File: src/rtl/rd_ptr_grey_empty_if.sv
// rtl/rd_ptr_grey_empty_if.sv - read-side pointer/empty bundle between FIFO read logic and its user
interface rd_ptr_grey_empty_if #(
    parameter int pointer_width = 4
);
    logic                     rinc;
    logic [pointer_width-1:0] wptr_gray;
    logic [pointer_width-2:0] raddr;
    logic [pointer_width-1:0] rptr_gray;
    logic                     rempty;
    logic [pointer_width-1:0] rlevel;
    logic                     rerr;

    modport master (
        output rinc, wptr_gray,
        input  raddr, rptr_gray, rempty, rlevel, rerr
    );

    modport slave (
        input  rinc, wptr_gray,
        output raddr, rptr_gray, rempty, rlevel, rerr
    );
endinterface

File: src/rtl/rd_ptr_grey_empty.sv
// rtl/rd_ptr_grey_empty.sv - async FIFO read pointer, write-pointer synchronizer and empty/level flags
module rd_ptr_grey_empty #(
    parameter int pointer_width = 4
) (
    input  logic                 rclk,
    input  logic                 rrst,
    rd_ptr_grey_empty_if.slave   bus
);
    localparam int pw = pointer_width;

    logic [pw-1:0] rbin;
    logic [pw-1:0] rgray;
    logic [pw-1:0] rq1_wptr;
    logic [pw-1:0] rq2_wptr;
    logic          rempty_q;
    logic [pw-1:0] rlevel_q;
    logic          rerr_q;

    logic          ren;
    logic [pw-1:0] rbin_next;
    logic [pw-1:0] rgray_next;
    logic [pw-1:0] wbin_sync;

    function automatic logic [pw-1:0] gray2bin(input logic [pw-1:0] g);
        logic [pw-1:0] b;
        b[pw-1] = g[pw-1];
        for (int i = pw - 2; i >= 0; i--) begin
            b[i] = b[i+1] ^ g[i];
        end
        return b;
    endfunction

    always_comb begin
        ren        = bus.rinc & ~rempty_q;
        rbin_next  = rbin + {{(pw-1){1'b0}}, ren};
        rgray_next = rbin_next ^ (rbin_next >> 1);
        wbin_sync  = gray2bin(rq2_wptr);
    end

    // Only rq2_wptr feeds logic; rq1_wptr exists purely to settle metastability.
    always_ff @(posedge rclk) begin
        if (rrst) begin
            rbin     <= '0;
            rgray    <= '0;
            rq1_wptr <= '0;
            rq2_wptr <= '0;
            rempty_q <= 1'b1;
            rlevel_q <= '0;
            rerr_q   <= 1'b0;
        end else begin
            rq1_wptr <= bus.wptr_gray;
            rq2_wptr <= rq1_wptr;
            rbin     <= rbin_next;
            rgray    <= rgray_next;
            rempty_q <= (rgray_next == rq2_wptr);
            rlevel_q <= wbin_sync - rbin_next;
            rerr_q   <= bus.rinc & rempty_q;
        end
    end

    assign bus.raddr     = rbin[pw-2:0];
    assign bus.rptr_gray = rgray;
    assign bus.rempty    = rempty_q;
    assign bus.rlevel    = rlevel_q;
    assign bus.rerr      = rerr_q;

    empty_matches_level: assert property (@(posedge rclk) disable iff (rrst)
        rempty_q == (rlevel_q == '0));
endmodule

File: src/flat_wrapper.sv
// flat-port wrapper written by rule: the top's interface ports become plain ports
module rd_ptr_grey_empty_flat 
#(
    parameter int pointer_width = 4
)
  (rclk, rrst, bus_rinc, bus_wptr_gray, bus_raddr, bus_rptr_gray, bus_rempty, bus_rlevel, bus_rerr);
  rd_ptr_grey_empty_if #(.pointer_width(pointer_width)) bus_i ();
  input  logic rclk;
  input  logic rrst;
  input wire logic [$bits(bus_i.rinc)-1:0] bus_rinc;
  input wire logic [$bits(bus_i.wptr_gray)-1:0] bus_wptr_gray;
  output wire logic [$bits(bus_i.raddr)-1:0] bus_raddr;
  output wire logic [$bits(bus_i.rptr_gray)-1:0] bus_rptr_gray;
  output wire logic [$bits(bus_i.rempty)-1:0] bus_rempty;
  output wire logic [$bits(bus_i.rlevel)-1:0] bus_rlevel;
  output wire logic [$bits(bus_i.rerr)-1:0] bus_rerr;
  assign bus_i.rinc = bus_rinc;
  assign bus_i.wptr_gray = bus_wptr_gray;
  assign bus_raddr = bus_i.raddr;
  assign bus_rptr_gray = bus_i.rptr_gray;
  assign bus_rempty = bus_i.rempty;
  assign bus_rlevel = bus_i.rlevel;
  assign bus_rerr = bus_i.rerr;
  rd_ptr_grey_empty #(.pointer_width(pointer_width)) u_core (.rclk(rclk), .rrst(rrst), .bus(bus_i));
endmodule
File: config.mk
export PLATFORM = sky130hd
export DESIGN_NAME = rd_ptr_grey_empty_flat
export DESIGN_NICKNAME = d
export VERILOG_FILES = /design/src/rtl/rd_ptr_grey_empty_if.sv /design/src/rtl/rd_ptr_grey_empty.sv /design/src/flat_wrapper.sv
export SDC_FILE = /design/constraint.sdc
export NUM_CORES = 1
export LEC_CHECK = 0
export ABC_CLOCK_PERIOD_IN_PS = 2500
export CAP_MARGIN = 30
export CORE_ASPECT_RATIO = 1.2
export CORE_UTILIZATION = 44
export DETAILED_ROUTE_END_ITERATION = 10
export MAX_ROUTING_LAYER = met4
export PLACE_DENSITY = 0.71
export SYNTH_ARGS = -nofsm -noshare
export SYNTH_HDL_FRONTEND = slang
export SYNTH_SLANG_ARGS = --single-unit
File: constraint.sdc
create_clock -name rclk -period 2.5 [get_ports rclk]
set_input_delay 0.75 -clock rclk [delete_from_list [all_inputs] [get_ports rclk]]
set_output_delay 0.75 -clock rclk [all_outputs]
set_load 0.01 [all_outputs]
==> metrics.txt <==
WS Path Type=primary input to flop; Register Area=420.4 sq um; Mean Syn Cell Area=~10 sq um; Core ar.=1914 sq um; GRT Total Usage=0.1665; CTS H-Tree Depth=1; CP most frequent cell=ha_4; Port Buffer Count=19; Final Hold Fails=0; sequential area share after synthesis=0.4510; fill cell count=160; clock latency on the worst-skew pair=between 0.3 and 0.4 ns; Crit path arrival time=2.65 ns; Post-CTS Setup Bufs=0; share of layout cells above drive strength 1=0.1780; Final HPWL DP=~1.2 mm; P per Cell Area=548.4 nW/um^2; status=finished, violations left; worst min path class=flop to flop; Worst EP required=2.76 ns; Inserted Clock Buffers=3; die width=44.02 microns; Worst path slowest cell=clkdlybuf4s50_1; # diodes=0; grt met3 use=0.02069; max-slew violations=0; die height=52.42 microns; post-route cell area=1284 sq um; Area Overhead vs Synth=37.72%; largest net degree at the start of global routing=13; cell count after synthesis=89; grt ovf=0; Starting DRT DRC Count=4; Row Count=17; number of distinct library cells after synthesis=23; DRT Pass-1 Iters=6; flops & latches, synth=21; Layout Skew=just over 0.007 ns; unrepaired setup endpoints after global routing=no; Worst setup EP type=flop; GR Util met1=0.1842; Synth Net Count=101; Antenna Violating Nets Remaining=0; commonest non-fill, non-tap cell in the layout=dfxtp_1; CTS sink count=21; Leak=0.5225 nW; first-pass GRT wire length=2.677 mm; grt met2 use=0.2794; final core occ=0.6706; Final Critical Period=2.389 ns; CTS tree=done; Highest Clock Rate=418.6 MHz; crit start category=primary input; Starting Density=0.4869; period utilisation layout=0.9556; routability congestion estimate=0.7432; vias in the first global route=622; Avg Vias per Cell=4.861; worst path cell trace=clkdlybuf4s50_1 > nor2b_4 > ha_4 > ha_4 > buf_4 > xor3_1 > or2_2 > mux2i_2 > a21o_1; synthesized area=932.1 sq um; Peak VDD IR=0.5002 mV; # nets final=between 100 and 150; failing checks=design-rule violations; Rel. slew slack=0.7407; multi-input logic area=approximately 550 sq um; routed wire length=1.551 mm; DRC viols=1; Finish-stage setup viols=0; via count=~670; Placement Cell Area=1202 sq um; initial antenna violation count=0; per-cell routed wire length=11.32 microns; Die Footprint=2307 sq um; num ports=20; Root Buffer=clkbuf_4; Crit path largest cell delay=0.48 ns; crit-path max FO=2; Max-Cap Viols=0; Ys Warns=0; Clock transition at path regs=0.12 ns; Clock Path Buffers=2; most frequent cells in the layout=dfxtp_1, clkdlybuf4s50_1, nor2b_1; Most Crowded Layer GR=met2; slew of the pin with the lowest slew margin=0.3877 ns
## metrics by stage
step / total power [mW] / hold WS, ns / TNS [ns] / worst slack (ns) / instances
after floorplan: 0.4672 / 0.4138 / 0 / 0.08401 / 89
after detailed placement: 0.5368 / 0.4256 / -0.9887 / -0.3857 / 133
final: 0.7040 / 0.4487 / 0 / 0.1109 / 137
after global placement: 0.5333 / 0.4178 / -0.7865 / -0.3382 / 133
after global routing: 0.7398 / 0.4696 / 0 / 0.02728 / 137
after CTS: 0.7030 / 0.4533 / 0 / 0.005443 / 137
## state kept, by name, summed over array words and instances (netlist names)
signal / cells
u_core.bus.rptr_gray: 4
u_core.rq1_wptr: 4
u_core.rq2_wptr: 4
u_core.rbin: 3
u_core.bus.rerr: 1
u_core.bus.rlevel: 4
u_core.bus.rempty: 1
## synth_stat cells (all sizes together)
cell type	instances	area, sq um
dfxtp	21	420.4
nor2b	13	81.33
xnor2	11	96.34
nor2	9	33.78
ha	5	62.56
nand2	4	15.01
xor2	4	42.55
clkbuf	3	11.26
a21oi	2	10.01
and2	2	12.51
mux2	2	26.27
mux2i	2	20.02
nor3	2	10.01
xor3	2	47.55
a21o	1	7.510
a32oi	1	8.760
and3	1	6.260
inv	1	3.750
nand3	1	5.000
o21ai	1	5.000
or2	1	6.260
## layout make-up
class / instances / share of cell area
clock buffer: 4 / 0.02047
tap: 19 / 0.01852
sequential: 21 / 0.3275
inverter: 1 / 0.002924
multi-input combinational: 64 / 0.4298
timing repair buffer: 28 / 0.2008
## power by group
group,internal (mW),switching [mW],total (mW)
clock,0.0624,0.103,0.165
combinational,0.103,0.0636,0.167
sequential,0.360,0.0126,0.372
## cell families after synthesis
group / share of synthesized area
AO/OA/AOI/OAI: 0.03356
adder cells (fa/ha/maj): 0.06711
buffers and inverters: 0.01610
multiplexers: 0.04966
AND/OR/NAND/NOR: 0.1825
flip-flops: 0.4510
XOR/XNOR: 0.2000
## final timing paths
check,start,slack (ns),cells after the start,endpoint
worst min-delay path,u_core.rq1_wptr[2],0.45,1,u_core.rq2_wptr[2]
worst min register to register,u_core.rq1_wptr[2],0.45,1,u_core.rq2_wptr[2]
worst max register to register,u_core.rq2_wptr[3],0.45,8,u_core.bus.rlevel[2]
worst max-delay path,bus_rinc,0.11,9,u_core.bus.rempty
## per-layer routing
metal	vias to the layer above	part of all wire
met1	303	0.42
met2	15	0.51
met3	5	0.030
li1	343	-
met4	0	0.030
met5	-	0
## critical path: cells and delay by family
kind,cells,cell delay (ns)
AOI/OAI and AO/OA,1,0.14
xor gates and xnor gates,1,0.22
adders and majority gates,2,0.29
buffers and inverters,2,0.60
muxes,1,0.19
and+or+nand+nor,2,0.46
## what timing repair did
| action | CTS | global route |
|---|---|---|
| hold buffers | 0 | 0 |
| hold endpoints to repair | 0 | 0 |
| resized for setup | 2 | 8 |
| setup endpoints to repair | 2 | 2 |
| pin swaps | 0 | 1 |
No activity file was read; power rests on OpenSTA's default activity.
